<file path="src/rtl/idma_axis_ep_pkg.sv">
// Shared types and helpers for the iDMA AXI-Stream loopback endpoint.
package idma_axis_ep_pkg;

    // Widest strobe vector the popcount helper accepts (DataWidth up to 1024).
    localparam int unsigned MaxStrbWidth = 128;

    typedef logic [MaxStrbWidth-1:0] strb_vec_t;

    // Default AXI-Stream channel types for a 64-bit stream.
    typedef struct packed {
        logic [63:0] data;
        logic [7:0]  strb;
        logic [7:0]  keep;
        logic        last;
        logic [3:0]  id;
        logic [3:0]  dest;
        logic [3:0]  user;
    } ep_axis_t_chan_t;

    typedef struct packed {
        ep_axis_t_chan_t t;
        logic            tvalid;
    } ep_axis_req_t;

    typedef struct packed {
        logic tready;
    } ep_axis_rsp_t;

    typedef enum logic [1:0] {
        IDLE   = 2'd0,
        STREAM = 2'd1,
        FORCED = 2'd2
    } src_state_e;

    // Number of set bits in a (zero-extended) strobe vector.
    function automatic logic [7:0] popcount(input strb_vec_t bits);
        logic [7:0] cnt;
        cnt = '0;
        for (int unsigned i = 0; i < MaxStrbWidth; i++) begin
            cnt = cnt + 8'(bits[i]);
        end
        return cnt;
    endfunction

endpackage

</file>
<file path="src/rtl/idma_axis_ep_fifo.sv">
// Circular beat buffer with wrap-bit pointers; head is read combinationally,
// a written entry becomes visible only after the write edge (no fall-through).
module idma_axis_ep_fifo #(
    parameter int unsigned Width = 8,
    parameter int unsigned Depth = 16
) (
    input  logic                     clk,
    input  logic                     rst,
    input  logic                     push,
    input  logic [Width-1:0]         wdata,
    input  logic                     pop,
    output logic [Width-1:0]         rdata,
    output logic                     full,
    output logic                     empty,
    output logic [$clog2(Depth):0]   usage
);
    localparam int unsigned AddrWidth = $clog2(Depth);

    typedef logic [AddrWidth:0] ptr_t;

    logic [Width-1:0] mem [Depth];
    ptr_t             wr_ptr;
    ptr_t             rd_ptr;
    logic             do_push;
    logic             do_pop;

    assign do_push = push && !full;
    assign do_pop  = pop && !empty;

    // Pointer update; the extra MSB distinguishes full from empty.
    always_ff @(posedge clk) begin
        if (rst) begin
            wr_ptr <= '0;
            rd_ptr <= '0;
        end else begin
            if (do_push) wr_ptr <= wr_ptr + ptr_t'(1);
            if (do_pop)  rd_ptr <= rd_ptr + ptr_t'(1);
        end
    end

    // Storage write; contents need no reset since pointers gate visibility.
    always_ff @(posedge clk) begin
        if (do_push) mem[wr_ptr[AddrWidth-1:0]] <= wdata;
    end

    assign rdata = mem[rd_ptr[AddrWidth-1:0]];
    assign empty = (wr_ptr == rd_ptr);
    assign full  = (wr_ptr[AddrWidth] != rd_ptr[AddrWidth]) &&
                   (wr_ptr[AddrWidth-1:0] == rd_ptr[AddrWidth-1:0]);
    assign usage = wr_ptr - rd_ptr;

endmodule

</file>
<file path="src/rtl/idma_axis_loopback_endpoint.sv">
// AXI-Stream loopback endpoint: buffers the iDMA write stream and replays it
// on the read stream, store-and-forward or cut-through, with statistics.
module idma_axis_loopback_endpoint
    import idma_axis_ep_pkg::*;
#(
    parameter int unsigned DataWidth       = 64,
    parameter int unsigned Depth           = 16,
    parameter logic        StoreAndForward = 1'b1,
    parameter int unsigned CntWidth        = 32,
    parameter type         axis_req_t      = ep_axis_req_t,
    parameter type         axis_rsp_t      = ep_axis_rsp_t
) (
    input  logic                    clk_i,
    input  logic                    rst_i,
    input  axis_req_t               axis_sink_req_i,
    output axis_rsp_t               axis_sink_rsp_o,
    output axis_req_t               axis_src_req_o,
    input  axis_rsp_t               axis_src_rsp_i,
    input  logic                    clear_i,
    output logic [$clog2(Depth):0]  fill_o,
    output logic [CntWidth-1:0]     rx_bytes_o,
    output logic [CntWidth-1:0]     rx_pkts_o,
    output logic [CntWidth-1:0]     tx_pkts_o,
    output logic                    oversize_o
);
    localparam int unsigned StrbWidth  = DataWidth / 8;
    localparam int unsigned EntryWidth = DataWidth + 2 * StrbWidth + 1;
    localparam int unsigned PktWidth   = $clog2(Depth) + 1;

    typedef logic [PktWidth-1:0] pkt_cnt_t;
    typedef logic [CntWidth-1:0] cnt_t;

    src_state_e             state_q;
    src_state_e             state_d;
    pkt_cnt_t               pkt_cnt_q;
    logic                   full;
    logic                   empty;
    logic [EntryWidth-1:0]  wdata;
    logic [EntryWidth-1:0]  rdata;
    logic                   sink_ready;
    logic                   push;
    logic                   push_last;
    logic                   src_valid;
    logic                   pop;
    logic                   pop_last;
    logic                   force_entry;
    logic [DataWidth-1:0]   head_data;
    logic [StrbWidth-1:0]   head_strb;
    logic [StrbWidth-1:0]   head_keep;
    logic                   head_last;
    cnt_t                   beat_bytes;
    logic                   unused_sink_side;

    assign sink_ready = !full && !rst_i;
    assign push       = axis_sink_req_i.tvalid && sink_ready;
    assign push_last  = push && axis_sink_req_i.t.last;
    assign pop        = src_valid && axis_src_rsp_i.tready;
    assign pop_last   = pop && head_last;

    assign wdata = {axis_sink_req_i.t.data, axis_sink_req_i.t.strb,
                    axis_sink_req_i.t.keep, axis_sink_req_i.t.last};

    assign head_data = rdata[EntryWidth-1 -: DataWidth];
    assign head_strb = rdata[2*StrbWidth -: StrbWidth];
    assign head_keep = rdata[StrbWidth -: StrbWidth];
    assign head_last = rdata[0];

    assign beat_bytes = cnt_t'(popcount(strb_vec_t'(axis_sink_req_i.t.strb &
                                                    axis_sink_req_i.t.keep)));

    assign unused_sink_side = ^{axis_sink_req_i.t.id, axis_sink_req_i.t.dest,
                                axis_sink_req_i.t.user};

    idma_axis_ep_fifo #(
        .Width (EntryWidth),
        .Depth (Depth)
    ) i_fifo (
        .clk   (clk_i),
        .rst   (rst_i),
        .push  (push),
        .wdata (wdata),
        .pop   (pop),
        .rdata (rdata),
        .full  (full),
        .empty (empty),
        .usage (fill_o)
    );

    // Source state register.
    always_ff @(posedge clk_i) begin
        if (rst_i) state_q <= IDLE;
        else       state_q <= state_d;
    end

    // Source next-state and valid. IDLE looks at the same-cycle push so a
    // just-accepted beat (or packet end) is offered one cycle after acceptance.
    always_comb begin
        state_d     = state_q;
        src_valid   = 1'b0;
        force_entry = 1'b0;
        unique case (state_q)
            IDLE: begin
                if (StoreAndForward) begin
                    if (pkt_cnt_q != '0 || push_last) begin
                        state_d = STREAM;
                    end else if (full) begin
                        state_d     = FORCED;
                        force_entry = 1'b1;
                    end
                end else if (!empty || push) begin
                    state_d = STREAM;
                end
            end
            STREAM, FORCED: begin
                src_valid = !empty && !rst_i;
                if (src_valid && axis_src_rsp_i.tready && head_last) state_d = IDLE;
            end
            default: state_d = IDLE;
        endcase
    end

    // Count of complete packets held in the buffer.
    always_ff @(posedge clk_i) begin
        if (rst_i) begin
            pkt_cnt_q <= '0;
        end else if (push_last && !pop_last) begin
            pkt_cnt_q <= pkt_cnt_q + pkt_cnt_t'(1);
        end else if (!push_last && pop_last) begin
            pkt_cnt_q <= pkt_cnt_q - pkt_cnt_t'(1);
        end
    end

    // Statistics and sticky oversize flag; clear wins over a same-cycle update.
    always_ff @(posedge clk_i) begin
        if (rst_i || clear_i) begin
            rx_bytes_o <= '0;
            rx_pkts_o  <= '0;
            tx_pkts_o  <= '0;
            oversize_o <= 1'b0;
        end else begin
            if (push)        rx_bytes_o <= rx_bytes_o + beat_bytes;
            if (push_last)   rx_pkts_o  <= rx_pkts_o + cnt_t'(1);
            if (pop_last)    tx_pkts_o  <= tx_pkts_o + cnt_t'(1);
            if (force_entry) oversize_o <= 1'b1;
        end
    end

    // Port assembly; sideband fields of the replayed stream are zero.
    always_comb begin
        axis_src_req_o        = '0;
        axis_src_req_o.tvalid = src_valid;
        axis_src_req_o.t.data = head_data;
        axis_src_req_o.t.strb = head_strb;
        axis_src_req_o.t.keep = head_keep;
        axis_src_req_o.t.last = head_last;
    end

    always_comb begin
        axis_sink_rsp_o        = '0;
        axis_sink_rsp_o.tready = sink_ready;
    end

endmodule
</file>
<file path="config.mk">
export PLATFORM = sky130hd
export DESIGN_NAME = idma_axis_loopback_endpoint
export DESIGN_NICKNAME = d
export VERILOG_FILES = /design/src/rtl/idma_axis_ep_pkg.sv /design/src/rtl/idma_axis_ep_fifo.sv /design/src/rtl/idma_axis_loopback_endpoint.sv
export SDC_FILE = /design/constraint.sdc
export NUM_CORES = 1
export LEC_CHECK = 0
export BUFFER_PORTS_ARGS = -buffer_cell sky130_fd_sc_hd__buf_2
export CAP_MARGIN = 20
export CELL_PAD_IN_SITES_DETAIL_PLACEMENT = 0
export CELL_PAD_IN_SITES_GLOBAL_PLACEMENT = 2
export CORE_MARGIN = 8
export CORE_UTILIZATION = 49
export CTS_BUF_LIST = sky130_fd_sc_hd__clkbuf_4 sky130_fd_sc_hd__clkbuf_8
export CTS_CLUSTER_DIAMETER = 30
export DETAILED_ROUTE_END_ITERATION = 8
export PLACE_DENSITY = 0.85
export SYNTH_ARGS = -nofsm -noshare
export SYNTH_HDL_FRONTEND = slang
export SYNTH_HIERARCHICAL = 1
export SYNTH_SLANG_ARGS = --single-unit
</file>
<file path="constraint.sdc">
create_clock -name clk_i -period 10.6 [get_ports clk_i]
set_input_delay 2.12 -clock clk_i [delete_from_list [all_inputs] [get_ports clk_i]]
set_output_delay 2.12 -clock clk_i [all_outputs]
set_load 0.02 [all_outputs]
</file>
==> metrics list, run 1 <==
- In the synthesized netlist the dominant register cell turns out to be sky130_fd_sc_hd__edfxtp_1.
- Number of maximum-capacitance violations: 0
* Crit path capture type: output port
- Y dimension of the die: about 350 µm
* Vias: ~29000
- Measured along the x axis, the die boundary spans 350 µm.
- Worst VDD drop: 0.0981 mV
* Leakage power of the design: a little over 20 nW
* Number of max-slew violations in the final report: 0
- Relative slew margins: approximately 25%
- The detail route stage leaves a number of antenna-violating nets equal to 0.
- Hold bufs inserted after CTS: 0
- Sequential-to-total area share from yosys stat: 75.3%
* Number of hold-slack violations in the final timing report: 0
- Share of the synthesized area in the top cell type: 71.0%
- TritonCTS buffer count: 291
- The worst setup path is launched from a register.
* Total gr overflow: 0
- Layout cells sized above 1: 33.1%
- Worst Path Max Fanout: 126
- The number of global-route vias before repair was just over 30000.
* Status: completed
- The H-tree was split into 5 levels.
- FMAX: 0.165 GHz
- During I/O placement, the number of pins put on the boundary was ~300.
* Die ar.: 123000 µm²
* First-pass iteration count of the detailed router: 7
- Yosys mapped a number of flops with a built-in enable equal to around 1300.
- From synthesis to final layout, the design area changed by 16.5%.
* Signal arrival time at the worst endpoint: 3.96 ns
- Entering global routing, the biggest net connects between 100 and 150 pins.
* Core Footprint: 111000 µm²
* Clock transition at the registers of the reported paths: roughly 0.060 ns
- WS Path Type: register to output port
- After detailed routing, the average wire length per cell comes to about 26 µm.
* Final worst path period need: between 6 and 7 ns
- The number of antenna violations at the first check in global routing was 22.
* Post-Syn Area per Cell: about 20 µm²
- Once layout is complete, the utilization of the core stands at about 58%.
- TritonCTS built the clock tree.
* Post-CTS Setup Repair Bufs: 0
* Fillcell total: slightly above 8000
- Netlist cell types: 52
* Effective utilization at floorplan: between 40% and 50%
- At the later pin of the worst-skew pair, clock insertion delay measures roughly 0.9 ns.
- Detailed placement ended at an HPWL of about 68000 µm.
- Final Skew: roughly 0.044 ns
- Synthesized flop and latch total: between 1000 and 1500
- WP data required: approximately 8.5 ns
- Dividing total power by cell area gives a power density of between 150 and 200 nW/µm².
- After the last flow step, the layout net total stands at about 3300.
- Total detailed-routing wirelength: 129000 µm
- The tightest min-delay check is of the register to register type.
- Setup total negative slack on the finished layout was measured at 0 ns.
* Cell taking the most area after synthesis: sky130_fd_sc_hd__edfxtp_1
- Worst-margin pin slew: about 1.1 ns
* Leading post-synthesis cells by cell area: sky130_fd_sc_hd__edfxtp_1 71%, sky130_fd_sc_hd__mux4_2 13%, sky130_fd_sc_hd__dfxtp_1 4.3%
- In this run the tool buffered the top-level ports with 270 buffer cells.
- Ys Warns: 6
- Global routing used around a fifth of the available tracks.
- DRC violations left: 0
- In the finished design, the share of the clock period the worst path needs comes to around 57%.
- Row cnt: about 120
- For this block, the initial DRC count from the detailed router was about 2600.
- Final weighted congestion in routability-driven placement: around 0.79
* Asr flop ratio synth: 0%
* Number of sinks on the clock net: about 1400
- The first global-routing pass estimated 192000 µm of wire.
- CTS max path bufs: 4
- In the routed layout, each cell is associated on average with a via count of between 5 and 6.
- Setup repair after global routing missed its margin: false
- Clock root buffer: sky130_fd_sc_hd__clkbuf_8
- Setup violations remaining at the end of the flow were counted as 0.
- Post-Syn Instances: 2754
- Post-CTS repair changed the size of 0 cells.
* Synth Cell Area: 54800 µm²
[layer usage]
| metal | GRT usage, % | vias up | routed length, µm |
|---|---|---|---|
| met5 | 0 | - | 34 |
| met3 | 5.85 | 180 | 11600 |
| met1 | 27.4 | 15100 | 51600 |
| met2 | 34.3 | 1243 | 63900 |
| li1 | - | 12400 | - |
| met4 | 5.75 | 4 | 2130 |
[cells in the mapped netlist (all sizes together), types with 4 or more instances]
cell       n
edfxtp  1296
mux4     324
a22oi    162
nand2    159
dfxtp    118
clkbuf    81
buf       80
nor2      61
a21oi     53
or3       45
nand4     33
inv       32
nand3     31
mux2i     24
ha        22
o21ai     22
or4       21
nor4      19
o31ai     18
xnor2     18
o311ai    16
and4      15
xor2      13
and2      12
o41ai     11
a21o      10
nor3       8
and3       7
fa         7
a211oi     4
a31oi      4
[stage by stage]
step	setup WS [ns]	cell area [µm²]	cells	power [mW]	hold slack (ns)
final	4.52	63900	4917	12.2	0.474
after global routing	4.18	63800	4912	12.6	0.505
after CTS	4.34	63800	4906	12.3	0.473
after detailed placement	4.15	57800	4412	6.52	0.453
after global placement	4.15	57800	4412	6.50	0.451
after floorplan	0.646	54900	2765	6.38	0.478
[sequential cells by signal, indices dropped and copies added (netlist names), named ones only]
register,cells
i_fifo/wr_ptr,5
rx_pkts_o,32
i_fifo/mem,1296
i_fifo/rd_ptr,5
state_q,2
tx_pkts_o,32
rx_bytes_o,32
oversize_o,1
pkt_cnt_q,5
[path summary, 6_finish.rpt]
check	start	end	slack, ns	depth (start not counted)
worst max-delay path	register	axis_src_req_o[62]	4.52	5
worst min-delay path	rx_bytes_o[3]	rx_bytes_o[3]	0.47	2
worst max register to register	i_fifo/wr_ptr[2]	i_fifo/mem[13][11]	5.07	11
worst min register to register	rx_bytes_o[3]	rx_bytes_o[3]	0.47	2
[critical path, cell delays in order, from the launching register on]
cell                      delay (ns)
sky130_fd_sc_hd__dfxtp_4        0.86
sky130_fd_sc_hd__buf_12         0.74
sky130_fd_sc_hd__mux4_2         0.60
sky130_fd_sc_hd__a22oi_1        0.23
sky130_fd_sc_hd__nand2_1        0.16
sky130_fd_sc_hd__buf_2          0.20
[cell usage in the layout, fill, tap and decap left out, types with 12 or more instances in the layout]
cell type                       n
sky130_fd_sc_hd__a21oi_1       53
sky130_fd_sc_hd__a22oi_1      162
sky130_fd_sc_hd__and4_1        15
sky130_fd_sc_hd__buf_2        270
sky130_fd_sc_hd__buf_4         46
sky130_fd_sc_hd__bufinv_16     28
sky130_fd_sc_hd__clkbuf_4      56
sky130_fd_sc_hd__clkbuf_8     297
sky130_fd_sc_hd__clkinv_1      33
sky130_fd_sc_hd__clkinv_2      38
sky130_fd_sc_hd__clkinv_4      12
sky130_fd_sc_hd__clkinvlp_4    21
sky130_fd_sc_hd__conb_1        12
sky130_fd_sc_hd__dfxtp_1      116
sky130_fd_sc_hd__edfxtp_1    1296
sky130_fd_sc_hd__ha_1          22
sky130_fd_sc_hd__inv_1         32
sky130_fd_sc_hd__mux2i_1       24
sky130_fd_sc_hd__mux4_2       324
sky130_fd_sc_hd__nand2_1      159
sky130_fd_sc_hd__nand3_1       31
sky130_fd_sc_hd__nand4_1       33
sky130_fd_sc_hd__nor2_1        48
sky130_fd_sc_hd__nor2_4        12
sky130_fd_sc_hd__nor4_1        19
sky130_fd_sc_hd__o21ai_0       21
sky130_fd_sc_hd__o311ai_0      16
sky130_fd_sc_hd__o31ai_1       18
sky130_fd_sc_hd__or3_1         45
sky130_fd_sc_hd__or4_1         21
sky130_fd_sc_hd__xnor2_1       18
sky130_fd_sc_hd__xor2_1        13
[final cells by class]
type / count / area (µm²) / share of cell area [%]
Tap cell: 1488 / 1860 / 2.92
Inverter: 33 / 124 / 0.194
Clock buffer: 353 / 4510 / 7.06
Clock inverter: 141 / 1500 / 2.35
Multi-Input combinational cell: 1157 / 12800 / 20.0
Sequential cell: 1414 / 41300 / 64.7
Timing Repair Buffer: 321 / 1780 / 2.79
Antenna cell: 10 / 25.0 / 0.0392
[power breakdown]
| part | internal, mW | switching [mW] |
|---|---|---|
| clock | 3.51 | 2.30 |
| combinational | 0.0824 | 0.191 |
| sequential | 6.12 | 0.00937 |
| total | 9.71 | 2.50 |
[cells by family (layout without fill, tap and decap cells)]
group           after synthesis  in the layout  synth area share [%]
fa+ha+maj                    29             29                 0.758
other cells                   1             22               0.00684
xor+xnor                     31             31                 0.495
flops                      1414           1414                  75.3
mux                         349            349                  13.8
buf+inv                     194            848                  1.74
compound gates              308            308                  3.95
simple gates                428            428                  3.97
Power figures use the tool's default switching activity.
==> run 2: changes to the inputs <==
CORE_UTILIZATION = 45   (was 49)
PLACE_DENSITY = 0.83   (was 0.85)
clock period = 5.25 ns   (was 10.6 ns; I/O delays follow)
==> metrics list, run 2 (synthesis results as in run 1) <==
- TritonCTS buffer count: 291 (unchanged)
* Clock root buffer: sky130_fd_sc_hd__clkbuf_8
- Leakage power of the design: 20.8 nW (+1.1%)
- Sw frac: 20.4% (-0.12 points)
- Final weighted congestion in routability-driven placement: 0.796 (+0.45%)
- WP data required: 4.20 ns (-4.28 ns)
* Total gr overflow: 0 (unchanged)
- Signal arrival time at the worst endpoint: 3.52 ns (-0.44 ns)
* TritonCTS clock tree: yes
- Hold bufs inserted after CTS: 0 (unchanged)
- The maximum number of pins on one net before global-route repair was 148 (+11%).
- The flip-flop count of the largest register, all copies and words added was 1296 (unchanged).
* I/O pin count: 295 (unchanged)
* Y dimension of the die: 365 µm (+4.2%)
- Reg2reg path depth: 15 (+4)
- Setup repair after global routing left no endpoint under its margin.
* Critical path's slowest cell: sky130_fd_sc_hd__buf_4
* Worst setup slack after placement: 0.308 ns (-3.84 ns)
- Subtracting the final worst setup slack from the clock period gives roughly 4.6 ns.
- The cell area reported after detailed placement is 58500 µm² (+1.2%).
* Post-route ant nets: 0 (unchanged)
- Number of hold-slack violations in the final timing report: 0 (unchanged)
* Slack of the worst reg-to-reg path: 0.96 ns (-4.11 ns)
* Number of antenna violations at the first check in global routing: 26 (+18%)
* Die ar.: 133000 µm² (+8.5%)
- The worst path uses roughly 87% of the clock period.
- Final instance count without filler cells: 5072 (+3.2%)
- The largest voltage drop on the vdd net is 0.282 mV (+190%).
* Count of H-tree levels built during CTS: 5 (unchanged)
- The aggregate routed wire length is 131000 µm (+1.7%).
- Quantity of I/O buffers inserted on ports: 270 (unchanged)
* First-pass iteration count of the detailed router: 5 (-2)
* Areal power density over the cells: 388 nW/µm² (+100%)
* Relative slew margins: 30.9% (+6.1 points)
- Leaving out fill and tap cells, the most frequent cell in the layout is sky130_fd_sc_hd__edfxtp_1.
- Placed Cells incl. Taps: 4566 (+3.5%)
- Layout cells sized above 1: 33.1% (about the same)
- Worst Path Max Fanout: 46 (-63%)
- The net switching power was 5.11 mW (+100%).
* Top library cells by usage in the layout, fill and taps aside: 1296 x sky130_fd_sc_hd__edfxtp_1, 324 x sky130_fd_sc_hd__mux4_2, 299 x sky130_fd_sc_hd__clkbuf_8
* CTS max path bufs: 4 (unchanged)
* DRC violations left: 0 (unchanged)
- The path class of the tightest hold or removal check is input port to register.
- Traced cell by cell, the critical path runs through nor2_4 > buf_4 > buf_4 > a22oi_1 > nand2_1 > buf_2.
* Final Cell Area: 64700 µm² (+1.3%)
- Clock transition at the registers of the reported paths: 0.06 ns (about the same)
- From synthesis to final layout, the design area changed by 18.1%.
- The routed wire length per instance was 25.9 µm (-1.4%).
* Number of maximum-capacitance violations: 0 (unchanged)
- The flow ran to the end, and the final reports show no timing, DRC or antenna violations.
- The via count normalized by instance count came to 5.72 (-2.7%).
- The total internal power is 20.0 mW (+110%).
* WS Path Type: register to output port
* Final Skew: 0.0482 ns (+0.00447 ns)
- The number of rows in the core area was 128 (+4.9%).
* Launching element type of the critical path: register
* Effective utilization at floorplan: 45.2% (-4.3 points)
* All-layer global routing usage: 19.6% (-1.2 points)
- In this design, the largest share of critical-path delay is due to buffers and inverters.
- The number of setup buffers added after CTS was 0 (unchanged).
- CP Buf/Inv Count: 3 (+1)
- The combinational group share of total power came to 2.3% (about the same).
- Worst stage delay on the critical path: 0.68 ns (-0.18 ns)
* Smallest setup slack after layout: 0.678 ns (-3.85 ns)
* Final net count: 3361 (+0.48%)
- The utilization after layout was 53.3% (-4.3 points).
- Sequential share of power: 49.3% (-0.9 points)
* Crit path capture type: output port
- The half-perimeter wire length after placement came to 70800 µm (+4.5%).
- The number of DRC markers after the initial detailed-route iteration is 2498 (-4.1%).
- Post-cts resize count: 0 (unchanged)
* Critical Path Stages: 6 (+1)
* Vias: 29000 (+0.42%)
- The minimum hold slack was 0.430 ns (-0.0437 ns).
- Number of max-slew violations in the final report: 0 (unchanged)
* Clock power frac: 48.4% (+0.8 points)
* FMAX: ~0.22 GHz
* Worst-margin pin slew: 1.04 ns (-0.0922 ns)
- Cell depth of the worst min-delay path: 1 (-1)
- Number of global-route vias before repair: 31000 (+0.67%)
- The width of the die was 365 µm (+4.2%).
* Core Footprint: 121000 µm² (+9.5%)
* Number of sinks on the clock net: 1414 (unchanged)
- Setup violations, final: 0 (unchanged)
- Clk Latency, worst-skew pair: 0.99 ns (+0.07 ns)
- The most numerous cell type found on the critical path is sky130_fd_sc_hd__buf_4.
- The first-pass GRT wire length was 194000 µm (+1.5%).
run 2: changes by cell type in the layout (fill, tap and decap cells not counted), sizes merged:
cell,delta
bufinv,+9
clkinv,+10
inv,-5
buf,+17
clkinvlp,-6
diode,+3
clkbuf,-10
run 2: power by group through the flow:
stage	Sequential (mW)	Clock, mW	Combinational [mW]
global placement	12.6	0	0.546
finish	12.4	12.1	0.572
detailed placement	12.6	0	0.577
CTS	12.4	12.4	0.579
global route	12.4	12.9	0.626
floorplan	12.6	0	0.281
run 2: layout make-up:
| type | count | area, µm² |
|---|---|---|
| Antenna cell | 13 | 32.5 |
| Clock inverter | 149 | 1720 |
| Sequential cell | 1414 | 41300 |
| Fill cell | 9436 | 56700 |
| Multi-Input combinational cell | 1157 | 12800 |
| Clock buffer | 344 | 4450 |
| Inverter | 33 | 124 |
| Tap cell | 1625 | 2030 |
| Timing Repair Buffer | 337 | 2280 |
run 2: routing by layer:
metal  global-route usage (%)  part of all wire [%]  wire length (µm)  vias up
met4                     5.67                   2.1              2750       12
met5                        0                 0.057                75        -
met3                     6.25                   9.1             12000      235
met1                     24.9                    39             51500    15200
met2                     32.6                    50             65200     1157
li1                         -                     -                 -    12500
run 2: worst paths after layout:
path	from	endpoint
hold / removal	axis_sink_req_i[82]	i_fifo/mem[11][69]
setup reg to reg	i_fifo/wr_ptr[2]	pkt_cnt_q[4]
setup / recovery	register	axis_src_req_o[66]
hold reg to reg	rx_pkts_o[31]	rx_pkts_o[31]
run 2: per-stage QoR:
stage,power [mW],setup TNS (ns)
2_1_floorplan,12.9,-843.71
3_3_place_gp,13.1,0
3_5_place_dp,13.2,0
4_1_cts,25.3,0
5_1_grt,25.9,0
6_report,25.1,0
